==> config.mk <==
export PLATFORM = sky130hd
export DESIGN_NAME = gcd_ctrl
export DESIGN_NICKNAME = d
export VERILOG_FILES = /design/src/rtl/gcd_ctrl.sv
export SDC_FILE = /design/constraint.sdc
export NUM_CORES = 1
export LEC_CHECK = 0
export BUFFER_PORTS_ARGS = -buffer_cell sky130_fd_sc_hd__buf_4
export CAP_MARGIN = 20
export CORE_MARGIN = 2
export CORE_UTILIZATION = 60
export CTS_BUF_LIST = sky130_fd_sc_hd__clkbuf_4
export DETAILED_ROUTE_END_ITERATION = 10
export PLACE_DENSITY = 0.84
export SLEW_MARGIN = 20
export SYNTH_ARGS = -nofsm -noshare
export SYNTH_HDL_FRONTEND = slang
export SYNTH_SLANG_ARGS = --single-unit
==> constraint.sdc <==
create_clock -name clk -period 3.2 [get_ports clk]
set_input_delay 0.32 -clock clk [delete_from_list [all_inputs] [get_ports clk]]
set_output_delay 0.32 -clock clk [all_outputs]
set_load 0.05 [all_outputs]
==> src/rtl/gcd_ctrl.sv <==
// Control FSM for the subtractive GCD datapath: sequences operand loads,
// subtract steps and the result strobe, with a bounded iteration count.
module gcd_ctrl #(
    parameter int ITER_W   = 8,
    parameter int MAX_ITER = 255
) (
    input  logic clk,
    input  logic rst,
    input  logic start,
    input  logic x_gt_y,
    input  logic x_lt_y,
    input  logic x_eq_y,
    output logic x_sel,
    output logic y_sel,
    output logic x_sub,
    output logic y_sub,
    output logic x_ld,
    output logic y_ld,
    output logic data_en,
    output logic busy,
    output logic done,
    output logic err
);

    typedef enum logic [3:0] {
        IDLE,
        LD_SET,
        LD_STB,
        CMP,
        SX_SET,
        SX_STB,
        SY_SET,
        SY_STB,
        OUT_STB,
        DONE,
        ERR
    } state_t;

    state_t            state;
    state_t            state_nxt;
    logic [ITER_W-1:0] cnt;
    logic [ITER_W-1:0] cnt_nxt;
    logic              cnt_sat;
    logic              accept;

    always_comb begin
        state_nxt = state;
        cnt_nxt   = cnt;
        cnt_sat   = (cnt == ITER_W'(MAX_ITER));
        accept    = (state == IDLE) && start;
        case (state)
            IDLE: begin
                if (start) begin
                    state_nxt = LD_SET;
                    cnt_nxt   = '0;
                end
            end
            LD_SET:  state_nxt = LD_STB;
            LD_STB:  state_nxt = CMP;
            CMP: begin
                // Exactly one flag must be set; anything else is a datapath fault.
                case ({x_gt_y, x_lt_y, x_eq_y})
                    3'b001: state_nxt = OUT_STB;
                    3'b100: begin
                        if (cnt_sat) begin
                            state_nxt = ERR;
                        end else begin
                            cnt_nxt   = cnt + ITER_W'(1);
                            state_nxt = SX_SET;
                        end
                    end
                    3'b010: begin
                        if (cnt_sat) begin
                            state_nxt = ERR;
                        end else begin
                            cnt_nxt   = cnt + ITER_W'(1);
                            state_nxt = SY_SET;
                        end
                    end
                    default: state_nxt = ERR;
                endcase
            end
            SX_SET:  state_nxt = SX_STB;
            SX_STB:  state_nxt = CMP;
            SY_SET:  state_nxt = SY_STB;
            SY_STB:  state_nxt = CMP;
            OUT_STB: state_nxt = DONE;
            DONE:    state_nxt = IDLE;
            ERR:     state_nxt = IDLE;
            default: state_nxt = IDLE;
        endcase
    end

    // Outputs are decoded from the next state so every strobe leaves a flop.
    always_ff @(posedge clk) begin
        if (!rst) begin
            state   <= IDLE;
            cnt     <= '0;
            x_sel   <= 1'b0;
            y_sel   <= 1'b0;
            x_sub   <= 1'b0;
            y_sub   <= 1'b0;
            x_ld    <= 1'b0;
            y_ld    <= 1'b0;
            data_en <= 1'b0;
            busy    <= 1'b0;
            done    <= 1'b0;
            err     <= 1'b0;
        end else begin
            state   <= state_nxt;
            cnt     <= cnt_nxt;
            x_sel   <= (state_nxt == LD_SET) || (state_nxt == LD_STB);
            y_sel   <= (state_nxt == LD_SET) || (state_nxt == LD_STB);
            y_sub   <= (state_nxt == SX_SET) || (state_nxt == SX_STB);
            x_sub   <= (state_nxt == SY_SET) || (state_nxt == SY_STB);
            x_ld    <= (state_nxt == LD_STB) || (state_nxt == SX_STB);
            y_ld    <= (state_nxt == LD_STB) || (state_nxt == SY_STB);
            data_en <= (state_nxt == OUT_STB);
            busy    <= (state_nxt != IDLE);
            done    <= (state_nxt == DONE) || (state_nxt == ERR);
            err     <= (state_nxt == ERR) || (err && !accept);
        end
    end

endmodule

Yosys cells after proc, flatten, opt, wreduce, memory -nomap -nowiden
Cells that the tools add are included.
- RAM bits: 0
- memories: 0
- input port bits: 6
- register bits after elaboration: 21
- logic and storage cells: 61
- output and inout bits: 10
- bits in read-only memories: 0
- bits in latches: 0
- magnitude comparators: 0
- multiply operators: 0
- add/subtract/negate cells: 1
- shift-type cells: 0
- equality and inequality tests: 24
- mux-type cells: 9
- reduce and logical (&&, ||, !) cells: 16
- div/mod/pow operators: 0
- bitwise operators: 0
- operators with widths (kind ; number):
    $eq A4 B3 Y1 const B ; 8
    $pmux W4 S7 ; 1
    $mux W8 ; 3
    $eq A4 B4 Y1 const B ; 4
    $pmux W8 S2 ; 1
    $eq A4 B2 Y1 const B ; 3
    $mux W4 ; 3
    $pmux W4 S3 ; 1
    $add A8 B1 Y8 const B ; 1
    $eq A4 B1 Y1 const B ; 2
    $eq A8 B8 Y1 const B ; 1
    $logic_or A1 B1 Y1 ; 7
    $ne A2 B2 Y1 const B ; 3
    $logic_not A4 Y1 ; 1
    $reduce_and A4 Y1 ; 1
    $reduce_bool A4 Y1 ; 1
    $eq A3 B1 Y1 const B ; 1
    $eq A3 B2 Y1 const B ; 1
    $eq A3 B3 Y1 const B ; 1
    $reduce_or A3 Y1 ; 1
    $logic_and A1 B1 Y1 ; 2
    $reduce_bool A2 Y1 ; 1
    $reduce_or A2 Y1 ; 1
    $logic_not A1 Y1 ; 1

Depth between registers and ports, before layout
- depth after elaboration: 6
- depth in mapped cells: 6

Least setup slack after synthesis
Ideal clock, no wire load.
- path kind: flip-flop to flip-flop
- from: register state[2]
- to: register cnt[7]
- slack: 1.402 ns
- cell stages (with the launch flop): 6
- arrival time: 1.739 ns
- setup time: 0.059 ns
- path through: dfxtp_1 -> and4bb_4 -> a21boi_4 -> or4b_4 -> or4_1 -> nand2_1
- word-level cells in the longest chain between the ends: 3
- ends and longest elaborated chain (element ; line ; source):
    start, declared ; 39 ; state_t state;
    start signal, assigned ; 110 ; state <= state_nxt;
    $eq A4 B2 Y1 / $logic_not A4 Y1 (equally long branches) ; 51 ; case (state)
    $ne A2 B2 Y1 (no source line) / $reduce_bool A2 Y1 (equally long branches) ; -- ;
    $reduce_and A4 Y1 (no source line) ; -- ;
    end signal, assigned ; 111 ; cnt <= cnt_nxt;
    end, declared ; 41 ; logic [ITER_W-1:0] cnt;
Several ways; a longest one is shown, not always the timed one.
A chain may end at the register's enable or synchronous reset.

Worst setup path after layout
Same ends and word-level chain as after synthesis.

==> reports/metrics.cfg <==
[critical_path]
cp.required_ps=3450
path_cells=and4bb_4 > a21boi_4 > or4b_4 > or4_1 > nand2_1
arrival_ps=2140
slowest_stage=or4b_4
crit_fanout=8
rrSetupSlack_ps=1310
critPathLaunchType=flop
crit_path_end_kind=flop
slowest_delay_ps=510
worst-setup-path-type=reg2reg

[drt]
ant_nets=0
vias=839
first_iter_violations=21
wl_met3_um=78
via_per_inst=5.908
wire_per_inst_um=12.82
route.met2.wl_um=849
routedLengthMet1_um=850
topRoutingLayerUsed=met4
wirelength_mm=1.820
remaining_drc_errors=0
drtPass1Iterations=4

[clock_tree]
cts_tree=yes
root_buffer=clkbuf_4
cts-htree-levels=1
clock_path_buffers=2
post_cts_buffers=0
clkLatencyLatePin_ps=290
clock_sinks=21
cts.hold.buffers_added=0
cts.repair.resized=0
cts_buffers=3
clkSlewWorstSetupHoldPaths_ps=110

[power]
fin_total_pwr_mw=0.5019
peakVddDrop_mv=0.3384
p_sw_mw=0.1428
pwr-share-clk=0.258
p_int_mw=0.3591
p_comb_frac=0.188
power_density_nw_per_um2=449.7
p_leak_nw=0.4428
swShare=0.2845
power_frac_seq=0.554

[sta]
final_hold_viol_count=0
tns_ps=0
max_freq_mhz=529.0
setup_viol=0
hold_slack_ps=318.0
min_period_ps=1891
setup_ws_ps=1309
slew_viol_final=0
rsz0062_at_grt=no
maxSlewHeadroom=0.6267
period_share=0.5908
worstMarginPinSlew_ps=554.1
finClkSkew_ps=5.785

[placement]
place_inst=138
place_ws_ps=1321
portBuffers=15
post_dp_cell_area_um2=1086
gp_routability_congestion=0.8673
dp_hpwl_mm=1.470

[logic_synthesis]
syn_nets=115
synth_warnings=0
ys_ff_latch=21
synth_ff_type=dfxtp_1
async_flop_share=0
syn_area_per_cell_um2=8.897
synth_edf_count=0
synthCells=108
synth_most_common_cell=dfxtp_1
yosysSeqAreaShare=0.4375
netlist.area_leader.share=0.4375
yosysTopAreaCell=dfxtp_1
ys_top_cells_by_count=dfxtp_1, nor2_1, o21ai_0, a21oi_1, nand2_1
synth_area_leaders=dfxtp_1, nor2_1, o21ai_0, xnor2_1, a21oi_1
synth_cell_types=35
netlist_area_um2=960.9

[layout]
final_util=0.7409
nNetsFinal=134
num-fill-cells=115
finalInstanceArea_um2=1116
drive_gt1_frac=0.1905
num_antenna_cells=0
finalNonFillerCells=142
syn2layout_area_growth_pct=16.15

[global_route]
globalRouteTotalUtil=0.2123
grt_pass1_wl_mm=3.022
antenna_found_initial=0
grt-ovfl-total=0
grt_max_degree=12
grt_pass1_vias=733

[outcome]
outcome=completed

[floorplanning]
core.rowCount=14
die_x_um=44.02
io_pins=16
die-area_um2=1938
start_util=0.6379
die_y_um=44.02
core_area_um2=1506

[worst_hold_path]
hold_path_class=in2reg

[run]
drv_cap=0

-- area by class of cell --
class	instances	area, um^2	area share
tap	16	20.02	0.01794
clock buffer	4	30.03	0.02691
inverter	4	15.01	0.01345
timing repair buffer	15	112.6	0.1009
multi-input combinational	82	518.0	0.4641
sequential	21	420.4	0.3767
-- critical path: cells and delay by family (launching register included) --
family | cells | cell delay (ps)
AOI/OAI and AO/OA | 1 | 150
DFF | 1 | 440
and+or+nand+nor | 4 | 1270
-- kinds of logic after synthesis --
| logic type | share of synthesized area |
|---|---|
| mux | 0.01042 |
| xor+xnor | 0.06251 |
| buf+inv | 0.02344 |
| flops | 0.4375 |
| fa+ha+maj | 0.01302 |
| compound gates | 0.1745 |
| simple gates | 0.2787 |
-- placed cells by master (no fill, tap or decap), types with 2 or more instances in the layout --
cell type	count
and2_1	2
buf_4	15
o211ai_1	3
nor2_1	18
nand2_1	5
o31ai_1	2
clkbuf_4	4
and3_1	3
nor3_1	4
o21a_1	2
nand3_1	4
inv_1	4
nand4_1	2
a21oi_1	5
dfxtp_1	21
o21ai_0	8
xnor2_1	3
xor2_1	2
nand2b_1	2
-- flip-flops by register name, indices dropped and copies added, names as in the netlist --
| register | count |
|---|---|
| busy | 1 |
| cnt | 8 |
| data_en | 1 |
| done | 1 |
| err | 1 |
| state | 4 |
| x_ld | 1 |
| x_sub | 1 |
| y_ld | 1 |
| y_sel | 1 |
| y_sub | 1 |
-- layer usage --
layer,up-vias,GRT usage
met5,-,0
met4,0,0.08485
met3,6,0.04082
met2,22,0.3500
met1,387,0.2742
li1,424,-
-- power groups by stage --
| stage | clock (mW) | sequential [mW] | combinational (mW) |
|---|---|---|---|
| 3_3_place_gp | 0 | 0.283 | 0.0923 |
| 3_5_place_dp | 0 | 0.284 | 0.0937 |
| 5_1_grt | 0.141 | 0.279 | 0.101 |
| 2_1_floorplan | 0 | 0.304 | 0.0464 |
| 4_1_cts | 0.132 | 0.278 | 0.0939 |
| 6_report | 0.129 | 0.278 | 0.0944 |
-- final timing paths --
check / from / end / cells after the start
worst max-delay path: state[2]$_SDFF_PN0_ / cnt[7]$_SDFFE_PN0P_ / 5
worst min-delay path: rst / cnt[0]$_SDFFE_PN0P_ / 3
worst max register to register: state[2]$_SDFF_PN0_ / cnt[7]$_SDFFE_PN0P_ / 5
worst min register to register: err$_SDFF_PN0_ / err$_SDFF_PN0_ / 1
No activity file was read; power rests on OpenSTA's default activity.
